File: config.mk
export PLATFORM = sky130hd
export DESIGN_NAME = cart_loader
export DESIGN_NICKNAME = d
export VERILOG_FILES = /design/src/rtl/cart_loader.sv
export SDC_FILE = /design/constraint.sdc
export NUM_CORES = 1
export LEC_CHECK = 0
export ABC_CLOCK_PERIOD_IN_PS = 3610
export BUFFER_PORTS_ARGS = -buffer_cell sky130_fd_sc_hd__clkbuf_2
export CAP_MARGIN = 20
export CORE_UTILIZATION = 54
export CTS_BUF_LIST = sky130_fd_sc_hd__clkbuf_8 sky130_fd_sc_hd__clkbuf_16
export CTS_CLUSTER_SIZE = 30
export DETAILED_ROUTE_END_ITERATION = 12
export PLACE_DENSITY = 0.82
export SLEW_MARGIN = 0
export SYNTH_ARGS = -nofsm -noshare
export SYNTH_HDL_FRONTEND = slang
export SYNTH_SLANG_ARGS = --single-unit
export TNS_END_PERCENT = 10
File: constraint.sdc
create_clock -name clk_sys -period 3.61 [get_ports clk_sys]
set_clock_uncertainty 0.2 [all_clocks]
set_input_delay 0.722 -clock clk_sys [delete_from_list [all_inputs] [get_ports clk_sys]]
set_output_delay 0.722 -clock clk_sys [all_outputs]
set_load 0.05 [all_outputs]
File: src/rtl/cart_loader.sv
// Cartridge download engine: forwards ioctl bytes to slot ROMs through a one-entry buffer,
// learns per-slot power-of-two mirror masks and drives the console / logo-skip reset.
module cart_loader #(
  parameter int unsigned AW    = 15,
  parameter int unsigned SLOTS = 4,
  parameter int unsigned DELAY = 5000000,
  parameter int unsigned PULSE = 1000,
  localparam int unsigned SW   = (SLOTS > 1) ? $clog2(SLOTS) : 1
) (
  input  logic                clk_sys,
  input  logic                reset_n,
  input  logic                dl_active,
  input  logic                dl_wr,
  input  logic [24:0]         dl_addr,
  input  logic [7:0]          dl_data,
  input  logic [SW-1:0]       dl_slot,
  input  logic                skip_logo,
  output logic                dl_wait,
  output logic                mem_wr,
  output logic [AW-1:0]       mem_addr,
  output logic [7:0]          mem_data,
  output logic [SW-1:0]       mem_slot,
  input  logic                mem_ready,
  output logic [SLOTS*AW-1:0] slot_mask,
  output logic [SLOTS-1:0]    slot_valid,
  output logic                cpu_reset,
  output logic                overflow,
  output logic                dl_err
);

  localparam int unsigned CW = $clog2(DELAY + 1);
  localparam logic [CW-1:0] HoldLoad  = CW'(DELAY - PULSE - 1);
  localparam logic [CW-1:0] PulseLoad = CW'(PULSE - 1);

  typedef enum logic [2:0] {StIdle, StLoad, StDrain, StHold, StPulse} state_e;

  state_e          state_q, state_d;
  logic            active_q;
  logic [SW-1:0]   cur_q, cur_d;
  logic            any_q, any_d;
  logic            skip_q, skip_d;
  logic [CW-1:0]   cnt_q, cnt_d;
  logic            full_q, full_d;
  logic [AW-1:0]   addr_q, addr_d;
  logic [7:0]      data_q, data_d;
  logic [SW-1:0]   bslot_q, bslot_d;
  logic [AW-1:0]   mask_q [SLOTS];
  logic [AW-1:0]   mask_d [SLOTS];
  logic [SLOTS-1:0] valid_q, valid_d;
  logic            ovf_q, ovf_d;
  logic            err_q, err_d;
  logic            cpu_reset_q;
  logic            rise, fall, done_dl;

  // All bits at and below the highest set bit; OR-accumulating these gives 2^k-1.
  function automatic logic [AW-1:0] smear(input logic [AW-1:0] a);
    logic [AW-1:0] r;
    r = '0;
    for (int i = 0; i < int'(AW); i++) r[i] = |(a >> i);
    return r;
  endfunction

  assign rise = dl_active & ~active_q;
  assign fall = ~dl_active & active_q;

  always_comb begin
    state_d = state_q;
    cur_d   = cur_q;
    any_d   = any_q;
    skip_d  = skip_q;
    cnt_d   = cnt_q;
    full_d  = full_q & ~mem_ready;
    addr_d  = addr_q;
    data_d  = data_q;
    bslot_d = bslot_q;
    mask_d  = mask_q;
    valid_d = valid_q;
    ovf_d   = ovf_q;
    err_d   = err_q | (dl_wr & full_q);
    done_dl = 1'b0;

    if (rise) begin
      state_d          = StLoad;
      cur_d            = dl_slot;
      mask_d[dl_slot]  = '0;
      valid_d[dl_slot] = 1'b0;
      any_d            = 1'b0;
    end else begin
      unique case (state_q)
        StLoad: begin
          if (dl_wr && !full_q) begin
            if ((dl_addr >> AW) != '0) begin
              ovf_d = 1'b1;
            end else begin
              full_d        = 1'b1;
              addr_d        = dl_addr[AW-1:0];
              data_d        = dl_data;
              bslot_d       = cur_q;
              any_d         = 1'b1;
              mask_d[cur_q] = mask_q[cur_q] | smear(dl_addr[AW-1:0]);
            end
          end
          if (fall) begin
            skip_d = skip_logo;
            if (full_d) state_d = StDrain;
            else        done_dl = 1'b1;
          end
        end
        StDrain: begin
          if (!full_d) done_dl = 1'b1;
        end
        StHold: begin
          if (cnt_q == '0) begin
            state_d = StPulse;
            cnt_d   = PulseLoad;
          end else begin
            cnt_d = cnt_q - 1'b1;
          end
        end
        StPulse: begin
          if (cnt_q == '0) state_d = StIdle;
          else             cnt_d   = cnt_q - 1'b1;
        end
        default: ;
      endcase

      if (done_dl) begin
        valid_d[cur_q] = any_d;
        if (skip_d) begin
          state_d = StHold;
          cnt_d   = HoldLoad;
        end else begin
          state_d = StIdle;
        end
      end
    end
  end

  always_ff @(posedge clk_sys) begin
    if (!reset_n) begin
      state_q     <= StIdle;
      active_q    <= 1'b0;
      cur_q       <= '0;
      any_q       <= 1'b0;
      skip_q      <= 1'b0;
      cnt_q       <= '0;
      full_q      <= 1'b0;
      addr_q      <= '0;
      data_q      <= '0;
      bslot_q     <= '0;
      mask_q      <= '{default: '0};
      valid_q     <= '0;
      ovf_q       <= 1'b0;
      err_q       <= 1'b0;
      cpu_reset_q <= 1'b0;
    end else begin
      state_q     <= state_d;
      active_q    <= dl_active;
      cur_q       <= cur_d;
      any_q       <= any_d;
      skip_q      <= skip_d;
      cnt_q       <= cnt_d;
      full_q      <= full_d;
      addr_q      <= addr_d;
      data_q      <= data_d;
      bslot_q     <= bslot_d;
      mask_q      <= mask_d;
      valid_q     <= valid_d;
      ovf_q       <= ovf_d;
      err_q       <= err_d;
      cpu_reset_q <= (state_d == StLoad) || (state_d == StDrain) || (state_d == StPulse);
    end
  end

  always_comb begin
    slot_mask = '0;
    for (int n = 0; n < int'(SLOTS); n++) slot_mask[n*AW +: AW] = mask_q[n];
  end

  assign dl_wait    = full_q;
  assign mem_wr     = full_q;
  assign mem_addr   = addr_q;
  assign mem_data   = data_q;
  assign mem_slot   = bslot_q;
  assign slot_valid = valid_q;
  assign cpu_reset  = cpu_reset_q;
  assign overflow   = ovf_q;
  assign dl_err     = err_q;

endmodule

* Yosys cells after proc, flatten, opt, wreduce, memory -nomap -nowiden
Cells that the tools add are included. Widths: inputs -> output; s select.
Storage, ports and cells: bits of input ports 41, flip-flop bits (word level) 124
Operators by class: $lt $le $gt $ge 8, eq/ne operators 8, reduce and logical (&&, ||, !) cells 31, $add $sub $neg 1, multiplexer cells 50, bitwise operators 18
Operators with widths (number):
- $mux 60 | 4
- $mux 23 | 4
- $and 60x60->60 | 1
- $bwmux 60 | 1
- $demux 15 s2 | 2
- $mux 15 | 4
- $not 60->60 | 1
- $pmux 23 s2 | 1
- $bmux 15 s2 | 1
- $reduce_bool 25->1 | 1
- $logic_not 23->1 | 1
- $sub 23x1->23 const B | 1
- $mux 1 | 19
- $mux 3 | 6
- $or 15x15->15 | 1
- $reduce_or 15->1 | 1
- $reduce_or 14->1 | 1
- $reduce_or 13->1 | 1
- $reduce_or 12->1 | 1
- $reduce_or 11->1 | 1
- $reduce_or 10->1 | 1
- $eq 3x2->1 const B | 3
- $pmux 3 s3 | 1
- $reduce_or 9->1 | 1
- 31 further kinds | 57

* Logic depth before layout (Yosys ltp)
depth after elaboration 15, mapped depth 12, mapped depth without buffers 11

* Worst setup path after synthesis
OpenSTA, ideal clock, no wires.
path kind input to register, start point input dl_addr[14], end point register mask_q, in the netlist slot_mask[30], buffers on the path 0, path slack 422 ps, setup time 128 ps, required time 3282 ps, stages on the path 6, data arrival time 2861 ps, cell sequence or4_4 -> or4_4 -> or3_4 -> or4_4 -> o31ai_4 -> o21ai_1
On the way: word-level cells in the longest chain between the ends 7
RTL lines:
- start, declared | line 14 | input logic [24:0] dl_addr,
- $reduce_or 15->1 | line 59 | for (int i = 0; i < int'(AW); i++) r[i] = |(a >> i);
- $or 15x15->15 | line 100 | mask_d[cur_q] = mask_q[cur_q] | smear(dl_addr[AW-1:0]);
- $bwmux 60 | line 100
- $mux 60 | line 92 | if ((dl_addr >> AW) != '0) begin
- $mux 60 | line 91 | if (dl_wr && !full_q) begin
- $mux 60 | line 89 | unique case (state_q)
- $mux 60 | line 82 | if (rise) begin
- end signal, assigned | line 167 | mask_q <= mask_d;
- end, declared | line 47 | logic [AW-1:0] mask_q [SLOTS];
No other way between the ends. The select of a mux whose other input is x is not followed. A chain may end at the register's enable or synchronous reset.

* Final worst setup path
start point register cnt_q[0], end point register cnt_q[20]
On the way: word-level cells in the longest chain between the ends 5
RTL lines:
- start, declared | line 42 | logic [CW-1:0] cnt_q, cnt_d;
- start signal, assigned | line 162 | cnt_q <= cnt_d;
- $sub 23x1->23 or $logic_not 23->1 (tied branches)
- $mux 23, on equally long branches | line 121, 113
- $pmux 23 s2 (*) | line 89
- $mux 23 | line 129 | if (skip_d) begin
- $mux 23 (*) | line 127 | if (done_dl) begin
Every way passes the cells marked *; elsewhere a longest branch is shown, timed or not.

==> flow_metrics.env <==
export IMPL_synthArstFlopShare=0
export IMPL_start_util=0.558
export IMPL_clockBufferDepth=2
export IMPL_vias=6112
export IMPL_postCtsHoldBufs=0
export IMPL_ys_types=59
export IMPL_cts_tree="done"
export IMPL_grt_usage=0.328
export IMPL_leakagePower_nw=2.86
export IMPL_power_density_nw_per_um2=468
export IMPL_hold_viol=0
export IMPL_ys_flop_type="dfxtp_1"
export IMPL_ys_seq_elements=124
export IMPL_die_y_um=105
export IMPL_dr_pass1_iters=6
export IMPL_fmax_mhz=308
export IMPL_cap_viol_max_count=0
export IMPL_wl_um=18100
export IMPL_synth_cells=685
export IMPL_synth_top_area_share=0.431
export IMPL_cp_required_ns=3.89
export IMPL_max_vdd_ir_drop_v=0.000277
export IMPL_clock_latency_ns=0.54
export IMPL_yosysWarnings=0
export IMPL_insertedDiodeCount=0
export IMPL_post_cts_resized=0
export IMPL_yosys_top_cells_area="dfxtp_1 (43%), nand2_1 (6.5%), a21oi_1 (6.0%)"
export IMPL_hpwl_um=12200
export IMPL_boundaryPins=135
export IMPL_seq_area_frac_synth=0.431
export IMPL_cts_buffers=17
export IMPL_antenna_found_initial=0
export IMPL_period_minus_slack_ns=3.25
export IMPL_critPathKind="flop to flop"
export IMPL_power_mw=3.39
export IMPL_chipWidth_um=105
export IMPL_final_nets=866
export IMPL_gp_congestion=0.916
export IMPL_grt_pass1_wl_um=28700
export IMPL_portBuffers=134
export IMPL_cts_num_sinks=124
export IMPL_cts_setup_buffers=0
export IMPL_tns_ns=0
export IMPL_period_share=0.900
export IMPL_syn_nets=728
export IMPL_via_per_inst=6.29
export IMPL_layout_commonest_cell="clkbuf_2"
export IMPL_endpoint_kind="flop"
export IMPL_cp_start_kind="flop"
export IMPL_grt_ovfl_total=0
export IMPL_core_region_area_um2=10300
export IMPL_path_clk_slew_ns=0.06
export IMPL_arrival_ns=3.53
export IMPL_areaGrowthSynthToFinish_pct=26.1
export IMPL_drt_iter0_drc=599
export IMPL_slew_viol_final=0
export IMPL_cts_htree_levels=4
export IMPL_crit_fanout=10
export IMPL_rows=37
export IMPL_final_cell_mix="clkbuf_2 (134), dfxtp_1 (124), nand2_1 (99)"
export IMPL_route_detailed_drc=0
export IMPL_clock_root_buffer="clkbuf_8"
export IMPL_synth_cell_area_um2=5760
export IMPL_final_layout_size_suffix_gt1_frac=0.288
export IMPL_synth_avg_cell_area_um2=8.41
export IMPL_rsz0062_at_grt="no"
export IMPL_status="finished, final reports clean"
export IMPL_die_area_um2=11100
export IMPL_grt_max_degree=71
export IMPL_synth_edf_count=0
export IMPL_hp_class="primary input to flop"
export IMPL_r2r_slack_ns=0.36
export IMPL_detail_route_antenna_nets=0
export IMPL_setup_viol=0
export IMPL_grt_pass1_vias=5720
export IMPL_post_synth_top_area_cell="dfxtp_1"
export IMPL_tightest_slew_ns=0.726
export IMPL_relSlewSlack=0.515
export IMPL_routedWlPerCell_um=18.6
## per-layer routing
metal	global-route usage	routed length [µm]	vias to the layer above	part of all wire
li1	-	-	2798	-
met1	0.430	7230	2850	0.40
met2	0.518	8380	423	0.46
met3	0.0798	2060	41	0.11
met4	0.139	426	0	0.024
met5	0	0	-	0
## power by group
group	internal (mW)	leakage [nW]	switching [mW]
Combinational	0.102	1.57	0.193
Clock	1.01	0.285	0.702
Sequential	1.38	1.00	0.00971
## Yosys cell counts (2+ instances only)
library cell    n
dfxtp_1       124
nand2_1        99
nor2_1         74
a21oi_1        69
clkbuf_1       42
a22oi_1        37
nand3_1        29
o21ai_0        24
nor3_1         16
or4_1          15
mux4_2         13
a31oi_1        12
nor4_1          9
o21ai_1         9
nand2b_1        8
nor2b_1         8
mux2_2          7
or3_1           7
o31ai_1         6
or2_2           5
a2bb2oi_1       4
a41oi_1         4
and2_1          4
o221a_2         4
a211oi_1        3
and3_1          3
buf_1           3
mux2i_1         3
nand4_1         3
nor3b_1         3
or4_4           3
a311oi_1        2
a31o_2          2
ha_1            2
inv_1           2
nand4b_1        2
o311ai_0        2
o41ai_1         2
## stage by stage
| stage | instances | hold slack (ns) | utilization | instance area (µm²) | setup slack, ns |
|---|---|---|---|---|---|
| finish | 972 | 0.211 | 0.703 | 7260 | 0.362 |
| global route | 972 | 0.205 | 0.703 | 7260 | 0.260 |
| CTS | 971 | 0.204 | 0.703 | 7260 | 0.439 |
| detailed placement | 939 | 0.245 | 0.646 | 6670 | 0.155 |
| global placement | 939 | 0.238 | 0.646 | 6670 | 0.242 |
| floorplan | 685 | 0.237 | - | 5760 | 0.422 |
## path summary, 6_finish.rpt
check	start	endpoint	depth (start not counted)
hold / removal	dl_data[3]	mem_data[3]$_SDFFE_PN0P_	3
setup / recovery	cnt_q[0]$_SDFFE_PN0N_	cnt_q[20]$_SDFFE_PN0N_	8
setup reg to reg	cnt_q[0]$_SDFFE_PN0N_	cnt_q[20]$_SDFFE_PN0N_	8
hold reg to reg	mem_addr[7]$_SDFFE_PN0P_	mem_addr[7]$_SDFFE_PN0P_	2
## worst max-delay path: stages, from the launching register on
cell and delay (ns):
dfxtp_1 0.31, inv_1 0.08, ha_1 0.22, or4b_1 0.67
or4_1 0.72, nor2_2 0.32, o21ai_1 0.19, a41oi_1 0.27
o221a_2 0.21
## flip-flops by register name (all words and copies together), names as in the netlist, 2 cells and up
name,count
slot_mask,60
cnt_q,23
mem_addr,15
mem_data,8
slot_valid,4
state_q,3
cur_q,2
mem_slot,2
## layout make-up
| class | instances | area [µm²] |
|---|---|---|
| Tap cell | 136 | 170 |
| Fill cell | 800 | 3060 |
| Multi-Input combinational cell | 511 | 3090 |
| Sequential cell | 124 | 2480 |
| Clock inverter | 15 | 176 |
| Timing Repair Buffer | 166 | 921 |
| Inverter | 3 | 11.3 |
| Clock buffer | 17 | 414 |
## logic make-up after synthesis
logic type	count (synthesis)	share of synthesized area
AOI/OAI and AO/OA	188	0.208
xor gates and xnor gates	1	0.00152
adders and majority gates	2	0.00435
buffers and inverters	50	0.0335
DFF	124	0.431
muxes	23	0.0698
and+or+nand+nor	297	0.252
(Power assumes the default switching activity.)
